File: src/rtl/cgra_pkg.sv
// Shared CGRA types: crossbar configuration word, opcode constants and the
// control-memory sequencer state encoding.
package cgra_pkg;

  localparam logic [5:0] OPT_START = 6'd0;

  // 6 + 1 + 6 + 4*3 + 8*3 = 49 bits
  typedef struct packed {
    logic [5:0]      ctrl;
    logic            predicate;
    logic [5:0]      predicate_in;
    logic [3:0][2:0] fu_in;
    logic [7:0][2:0] routing_xbar_outport;
  } CGRAConfig_6_4_6_8;

  typedef enum logic [1:0] {
    SEQ_IDLE,
    SEQ_RUN,
    SEQ_DONE
  } seq_state_e;

endpackage

File: src/rtl/ctrl_mem_rf.sv
// Control-memory storage: DEPTH configuration words, one synchronous write
// port and one combinational read port. Contents survive reset.
module ctrl_mem_rf
  import cgra_pkg::*;
#(
  parameter int DEPTH = 8,
  localparam int AW = $clog2(DEPTH)
) (
  input  logic              clk,
  input  logic              we,
  input  logic [AW-1:0]     waddr,
  input  CGRAConfig_6_4_6_8 wdata,
  input  logic [AW-1:0]     raddr,
  output CGRAConfig_6_4_6_8 rdata
);

  CGRAConfig_6_4_6_8 mem [DEPTH];

  always_ff @(posedge clk) begin
    if (we) mem[waddr] <= wdata;
  end

  assign rdata = mem[raddr];

endmodule

File: src/rtl/ctrl_mem_sequencer.sv
// Per-tile control-memory sequencer: loads crossbar configs from the config
// bus and replays them into the crossbar recv_opt handshake N times (or forever).
module ctrl_mem_sequencer
  import cgra_pkg::*;
#(
  parameter int DEPTH  = 8,
  parameter int ITER_W = 8
) (
  input  logic              clk,
  input  logic              reset,
  input  logic              recv_cfg__en,
  input  CGRAConfig_6_4_6_8 recv_cfg__msg,
  output logic              recv_cfg__rdy,
  input  logic              clear,
  input  logic              start,
  input  logic              stop,
  input  logic [ITER_W-1:0] num_iter,
  output logic              send_opt__en,
  output CGRAConfig_6_4_6_8 send_opt__msg,
  input  logic              send_opt__rdy,
  output logic              busy,
  output logic              done
);

  localparam int AW = $clog2(DEPTH);
  localparam logic [AW:0] FULL = (AW+1)'(DEPTH);

  seq_state_e        state;
  logic [AW:0]       wptr;
  logic [AW-1:0]     pc;
  logic [ITER_W-1:0] iter;
  logic [ITER_W-1:0] iter_max;
  logic              busy_q;
  logic              done_q;

  CGRAConfig_6_4_6_8 rd_word;
  logic              cfg_write;
  logic              xfer;
  logic              last_word;
  logic              last_pass;

  ctrl_mem_rf #(.DEPTH(DEPTH)) u_rf (
    .clk   (clk),
    .we    (cfg_write),
    .waddr (wptr[AW-1:0]),
    .wdata (recv_cfg__msg),
    .raddr (pc),
    .rdata (rd_word)
  );

  // Config loading is refused while start/clear are pending so a write can
  // never race a replay start or a memory clear.
  assign recv_cfg__rdy = (state == SEQ_IDLE) && !start && !clear && (wptr != FULL);
  assign cfg_write     = recv_cfg__en && recv_cfg__rdy;
  assign xfer          = (state == SEQ_RUN) && send_opt__rdy && !stop;
  assign last_word     = ({1'b0, pc} == (wptr - 1'b1));
  assign last_pass     = (iter_max != '0) && (iter == (iter_max - 1'b1));

  assign send_opt__en = xfer;
  assign busy         = busy_q;
  assign done         = done_q;

  // The crossbar samples msg regardless of en, so outside RUN it sees OPT_START.
  always_comb begin
    send_opt__msg      = '0;
    send_opt__msg.ctrl = OPT_START;
    if (state == SEQ_RUN) send_opt__msg = rd_word;
  end

  always_ff @(posedge clk or negedge reset) begin
    if (!reset) begin
      state    <= SEQ_IDLE;
      wptr     <= '0;
      pc       <= '0;
      iter     <= '0;
      iter_max <= '0;
      busy_q   <= 1'b0;
      done_q   <= 1'b0;
    end else begin
      done_q <= 1'b0;
      case (state)
        SEQ_IDLE: begin
          if (cfg_write) wptr <= wptr + 1'b1;
          if (clear) begin
            wptr <= '0;
          end else if (start && (wptr != '0)) begin
            state    <= SEQ_RUN;
            pc       <= '0;
            iter     <= '0;
            iter_max <= num_iter;
            busy_q   <= 1'b1;
          end
        end
        SEQ_RUN: begin
          if (stop) begin
            state  <= SEQ_IDLE;
            busy_q <= 1'b0;
          end else if (xfer) begin
            if (last_word) begin
              pc   <= '0;
              iter <= iter + 1'b1;
              if (last_pass) begin
                state  <= SEQ_DONE;
                busy_q <= 1'b0;
                done_q <= 1'b1;
              end
            end else begin
              pc <= pc + 1'b1;
            end
          end
        end
        SEQ_DONE: state <= SEQ_IDLE;
        default:  state <= SEQ_IDLE;
      endcase
    end
  end

endmodule
File: config.mk
export PLATFORM = sky130hd
export DESIGN_NAME = ctrl_mem_sequencer
export DESIGN_NICKNAME = d
export VERILOG_FILES = /design/src/rtl/cgra_pkg.sv /design/src/rtl/ctrl_mem_rf.sv /design/src/rtl/ctrl_mem_sequencer.sv
export SDC_FILE = /design/constraint.sdc
export NUM_CORES = 1
export LEC_CHECK = 0
export ABC_AREA = 1
export BUFFER_PORTS_ARGS = -buffer_cell sky130_fd_sc_hd__buf_2
export CORE_UTILIZATION = 65
export DETAILED_ROUTE_END_ITERATION = 8
export GPL_ROUTABILITY_DRIVEN = 0
export PLACE_DENSITY = 0.85
export SLEW_MARGIN = 10
export SYNTH_ARGS = -nofsm -noshare
export SYNTH_HDL_FRONTEND = slang
export SYNTH_SLANG_ARGS = --single-unit
export TNS_END_PERCENT = 50
File: constraint.sdc
create_clock -name clk -period 8.5 [get_ports clk]
set_input_delay 1.7 -clock clk [delete_from_list [all_inputs] [get_ports clk]]
set_output_delay 1.7 -clock clk [all_outputs]
set_load 0.02 [all_outputs]
==> results of run 1 <==
-- worst min path at each step --
stage	start	endpoint	slack (ps)	cells past startpoint
6_report	busy	busy	470	2
5_1_grt	busy	busy	500	2
4_1_cts	busy	busy	480	2
3_5_place_dp	busy	busy	460	2
3_3_place_gp	busy	busy	450	2
2_1_floorplan	iter[6]	iter[6]	500	2
-- worst reg2reg max path: cells and delay by family, from the launching register on --
kind                      cells  cell delay [ps]
DFF                           1              670
buffers and inverters         2             1590
xor gates and xnor gates      1              160
AOI/OAI and AO/OA             1              220
and+or+nand+nor               6              700
-- layout make-up --
type / count / share of cell area (%)
Clock inverter: 22 / 0.8757
Antenna cell: 6 / 0.07901
Tap cell: 330 / 2.173
Sequential cell: 419 / 65.54
Timing Repair Buffer: 131 / 3.648
Inverter: 43 / 0.8954
Multi-Input combinational cell: 827 / 21.10
Clock buffer: 50 / 5.689
-- power groups by stage --
| stage | logic, W | registers [W] | clock network (W) |
|---|---|---|---|
| final | 0.00160 | 0.00243 | 0.00169 |
| after global routing | 0.00177 | 0.00243 | 0.00178 |
| after CTS | 0.00159 | 0.00242 | 0.00170 |
| after detailed placement | 0.00156 | 0.00246 | 0 |
| after global placement | 0.00151 | 0.00246 | 0 |
| after floorplan | 0.00118 | 0.00241 | 0 |
-- logic make-up after synthesis --
kind of cell	share of synthesized area, %
buffers and inverters	2.988
AND/OR/NAND/NOR	10.51
XOR/XNOR	0.6213
flip-flops	73.59
AO/OA/AOI/OAI	11.92
adder cells (fa/ha/maj)	0.3698
-- layout by cell type (no fill, tap or decap), drive strengths merged, types with 3 or more instances in the layout --
cell,count
clkinvlp,3
inv,44
nor4,3
buf,131
o22ai,51
nand4,4
edfxtp,392
xnor2,6
o21ai,264
o31ai,3
a21oi,5
diode,6
clkbuf,50
ha,5
nand2,74
clkinv,17
dfrtp,27
xor2,6
nor3,6
nor2,327
nand3,20
a31oi,49
-- sequential cells by signal, indices dropped and copies added, names as in the netlist --
register  count
state         2
wptr          4
iter          8
iter_max      8
u_rf.mem    392
pc            3
done          1
busy          1
-- per-layer routing --
layer  wire (um)  up-vias  global-route usage [%]
met4         760        0                   11.68
met1       14550     5440                   36.94
met2       18920      612                   47.27
met5           0        -                       0
li1            -     5144                       -
met3        3171       60                   4.799
-- through the flow --
stage | instance area, um^2 | worst slack, ps | util, %
global route | 19000 | 2736 | 75.00
floorplan | 16920 | 2049 | -
detailed placement | 17740 | 3544 | 70.05
global placement | 17740 | 3691 | 70.05
finish | 19000 | 2972 | 75.03
CTS | 18990 | 3007 | 74.97
==> run metrics, run 1 <==
outcome=finished clean; CP cell instances=inv_4 > buf_4 > o21ai_0 > o22ai_1 > o21ai_0 > a31oi_1 > buf_2; critical path class=reg2out; clock root buffer=clkbuf_16; largest net degree at the start of global routing=110; final non-filler cell total=1828; Synth async-reset ratio=6.444%; area added between synthesis and finish=12.35%; Commonest cells post-synth=edfxtp_1, nor2_1, o21ai_0, nand2_1, o22ai_1; switch share=34.52%; # resized after CTS=0; max cap viols=0; Register Area=0.01245 mm^2; Worst Path Arrival=3830 ps; Setup-failing EPs final=0; Relative slew margins=34.72%; Logic pwr share=28.0%; Seq/Total Area, Yosys=73.59%; die outline area=0.02667 mm^2; Worst setup EP type=output port; unrepaired setup endpoints after global routing=false; Skew-Pair Late Insertion Delay=540 ps; Leak=6.632 nW; Final HPWL DP=18810 um; Gate Count Post-Synth=1370; initial core utilization=66.79%; Slowest-stage cell, CP=buf_4; synthesized flop and latch total=419; crit path max fanout=109; Max VDD drop=223.3 uV; worst-margin pin slew=979.2 ps; DRT Pass-1 Iters=5; final WL=37410 um; CP dominant cell by count=o21ai_0; Clock Pin Slew Worst Setup and Hold Paths=60 ps; I/O Buffers=116; vias in the first global route=11013; first-pass GRT wire length=57010 um; Main synth FF type=edfxtp_1; CTS tree=built; Critical Path Start=pc[0]; Yosys top cell area share=69.59%; Synth area leader=edfxtp_1; CP delay by family, top=buffers and inverters; register share of total power=42.5%; Crit Reg-Reg Endpoint=iter[3]; row count=58; Filler cells=1503; P per Cell Area=300.6 mW/mm^2; number of flops mapped to enable cells by yosys=392; post-route ant nets=0; sw power=0.001972 W; drt wl/cell=20.46 um; path depth of the worst reg2reg path=10; most frequent cell after synthesis=edfxtp_1; Crit Reg-Reg Startpoint=pc[0]; Chip Width=163.3 um; WP data required=6800 ps; Die Y=163.3 um; YS warnings=0; Worst Setup EP=send_opt__msg[47]; Setup TNS Final=0 ps; CP bufs+invs=3; via count=11256; initial antenna violation count=4; gr ovfl total=0; share of cells above drive strength 1=15.01%; Total GRT Usage=28.26%; post-layout power=0.005712 W; clock share of power=29.5%; internal power=0.003741 W; synth top area cells=edfxtp_1, o21ai_0, nor2_1, dfrtp_1, o22ai_1; Final Max Tran Viols=0; Hold Path Class=reg2reg; Mapped Nets=1439; area taken by multi-input logic gates=0.004010 mm^2; Mean Syn Cell Area=12.35 um^2; Post-CTS Setup Inserts=0; clk buf depth=3; DRC=0; hold_buf cts=0; Min Clock Period, post-route=5528 ps; CTS sink cnt=419; synthesized cell area=0.01691 mm^2; I/O Pins=117; Num CTS Buffers=41; Worst path max stage delay=770 ps; H-Tree Depth=2; DR vias/cell=6.158; hold slack=473.0 ps; Final nets=1532; Post-Place Cells=1750; initial DRC count=1363; Fin. Hold Viols=0; Tcrit/Tclk final=65.04%; Fmax=180.9 MHz; Distinct cells, synth=37; CP Depth=7; critical path startpoint category=register; final setup skew=17.23 ps; reg2reg setup slack=5030 ps; area of the core=0.02533 mm^2
Note: power is estimated with default switching activity, not from simulation.
==> inputs of run 2 (changes only) <==
- ABC_AREA: 1 -> 0
- CORE_UTILIZATION: 65 -> 60
- PLACE_DENSITY: 0.85 -> 0.79
- clock period: 8.5 -> 5.6 ns (I/O delays scaled with it)
==> run 2 against run 1 <==
Effect of this change:
- sequential share of layout area increased by 0.97 points
- first-iteration DRC count decreased by 41%
- global-route usage decreased by 5.5 points
- worst setup slack got worse by 1500 ps
- clock power increased by 50%
- power increased by 32%
- die area increased by 5.4%
==> run metrics, run 2 <==
Leak=6.198 nW; largest net degree at the start of global routing=57; final non-filler cell total=1315; most frequent cells in the layout=edfxtp_1, buf_2, mux4_2, nor2_1, mux2i_1; final WL=30800 um; initial DRC count=800; worst-margin pin slew=1049 ps; Main synth FF type=edfxtp_1; I/O Buffers=116; utilization after layout=69.50%; DRT Pass-1 Iters=4; Distinct cells, synth=47; reg2reg setup slack=1860 ps; Total GRT Usage=22.78%; Synth area leader=edfxtp_1; gr ovfl total=0; most common cell after layout, fill and taps aside=edfxtp_1; CP bufs+invs=2; Final nets=1015; CTS tree=built; Fin. Hold Viols=0; P per Cell Area=403.8 mW/mm^2; Fmax=245.2 MHz; hold slack=567.2 ps; Skew-Pair Late Insertion Delay=540 ps; CP cell instances=buf_12 > mux4_2 > mux2i_1 > nor2_1 > buf_2; Post-CTS Setup Inserts=0; Final HPWL DP=17410 um; Hold Path Class=reg2reg; top flop regs=u_rf.mem x392, iter x8, iter_max x8; die outline area=0.02810 mm^2; Synth async-reset ratio=6.444%; area of the core=0.02695 mm^2; post-route ant nets=0; # resized after CTS=0; clk buf depth=3; crit path max fanout=37; CTS sink cnt=419; pre-CTS setup slack=1575 ps; Worst Setup EP=send_opt__msg[30]; Num CTS Buffers=41; synthesized cell area=0.01646 mm^2; WP data required=4480 ps; via count=7986; unrepaired setup endpoints after global routing=false; Clock Pin Slew Worst Setup and Hold Paths=60 ps; initial core utilization=61.08%; critical path class=reg2out; Placement Cell Area=0.01750 mm^2; Worst Path Arrival=2960 ps; DRC=0; number of flops mapped to enable cells by yosys=392; max cap viols=0; Chip Width=167.6 um; largest reg by FF count=u_rf.mem; final setup skew=20.29 ps; Worst path max stage delay=840 ps; Die Y=167.6 um; Tcrit/Tclk final=72.83%; clock root buffer=clkbuf_16; I/O Pins=117; Post-Place Cells=1244; Seq/Total Area, Yosys=75.61%; H-Tree Depth=2; vias in the first global route=8176; Yosys top cell area share=71.51%; Relative slew margins=30.10%; Mean Syn Cell Area=20.30 um^2; CP delay by family, top=multiplexers; hold_buf cts=0; path depth of the worst reg2reg path=7; DR vias/cell=6.073; drt wl/cell=23.42 um; area added between synthesis and finish=13.79%; Max VDD drop=288.3 uV; max reg flops=392; final instance area=0.01873 mm^2; synth top area cells=edfxtp_1, mux4_2, dfrtp_1, mux2i_1, nor2_1; critical path startpoint category=register; Crit Reg-Reg Endpoint=u_rf.mem[1][12]; Worst setup EP type=output port; Final WS setup=1521 ps; row count=60; Gate Count Post-Synth=811; CP Depth=5; initial antenna violation count=3; Setup-failing EPs final=0; Crit Reg-Reg Startpoint=wptr[0]; share of cells above drive strength 1=30.83%; Slowest-stage cell, CP=dfrtp_4; first-pass GRT wire length=47240 um; YS warnings=0; Final Max Tran Viols=0; Min Clock Period, post-route=4079 ps; Critical Path Start=pc[0]; synthesized flop and latch total=419; Mapped Nets=880; most frequent cell after synthesis=edfxtp_1; Commonest cells post-synth=edfxtp_1, mux4_2, nor2_1, mux2i_1, nand2_1; outcome=finished clean
run 2: changes by cell type in the layout (fill, tap and decap cells not counted), sizes merged, moves of 48 or more:
cell / previous run / this run
mux2i: 0 / 50
o21ai: 264 / 12
o22ai: 51 / 1
nor2: 327 / 60
a31oi: 49 / 1
mux4: 0 / 98
run 2: area by class of cell:
type	count	area, um^2
fillers	1657	8219
inverters	10	37.54
flip-flops and latches	419	12460
multi-input cells	342	3856
clock buffers	50	1060
repair buffers	132	725.7
clock inverters	20	165.2
well taps	341	426.7
diodes	1	2.502
run 2: metal layers:
metal | routed length (um) | global-route usage (%)
met1 | 13050 | 31.76
met2 | 15180 | 36.94
met3 | 1745 | 4.183
met4 | 800 | 7.698
met5 | 27 | 0
run 2: cell families (layout without fill, tap and decap cells):
family	Yosys count	after routing	share of synthesized area (%)
flops	419	419	75.61
fa+ha+maj	5	5	0.3800
simple gates	136	136	3.914
other cells	0	1	0
mux	148	148	16.45
compound gates	39	39	1.596
xor+xnor	14	14	0.7449
buf+inv	50	212	1.307
run 2: power breakdown:
| part | internal [W] | switching [W] |
|---|---|---|
| clock network | 0.00144 | 0.00110 |
| logic | 0.000736 | 0.000616 |
| registers | 0.00349 | 0.000184 |
| total | 0.00567 | 0.00190 |
run 2: worst min path at each step:
stage | startpoint | to | slack (ps) | cells after the start
finish | iter_max[7] | iter_max[7] | 570 | 2
global route | iter_max[7] | iter_max[7] | 600 | 2
CTS | iter_max[7] | iter_max[7] | 560 | 2
detailed placement | iter_max[7] | iter_max[7] | 540 | 2
global placement | iter_max[7] | iter_max[7] | 530 | 2
floorplan | iter_max[7] | iter_max[7] | 490 | 2
run 2: metrics by stage:
stage	setup TNS (ps)	total power, W
floorplan	-15330	0.004762
global placement	0	0.005082
detailed placement	0	0.005109
CTS	0	0.007633
global route	0	0.007841
finish	0	0.007564
run 2: worst register-to-register path, stage by stage, from the launching register on:
cell and delay [ps]:
dfrtp_1 620, inv_1 160, ha_1 280, and3b_1 210
nor4b_2 600, nand2_1 400, nor2_4 440, buf_4 640
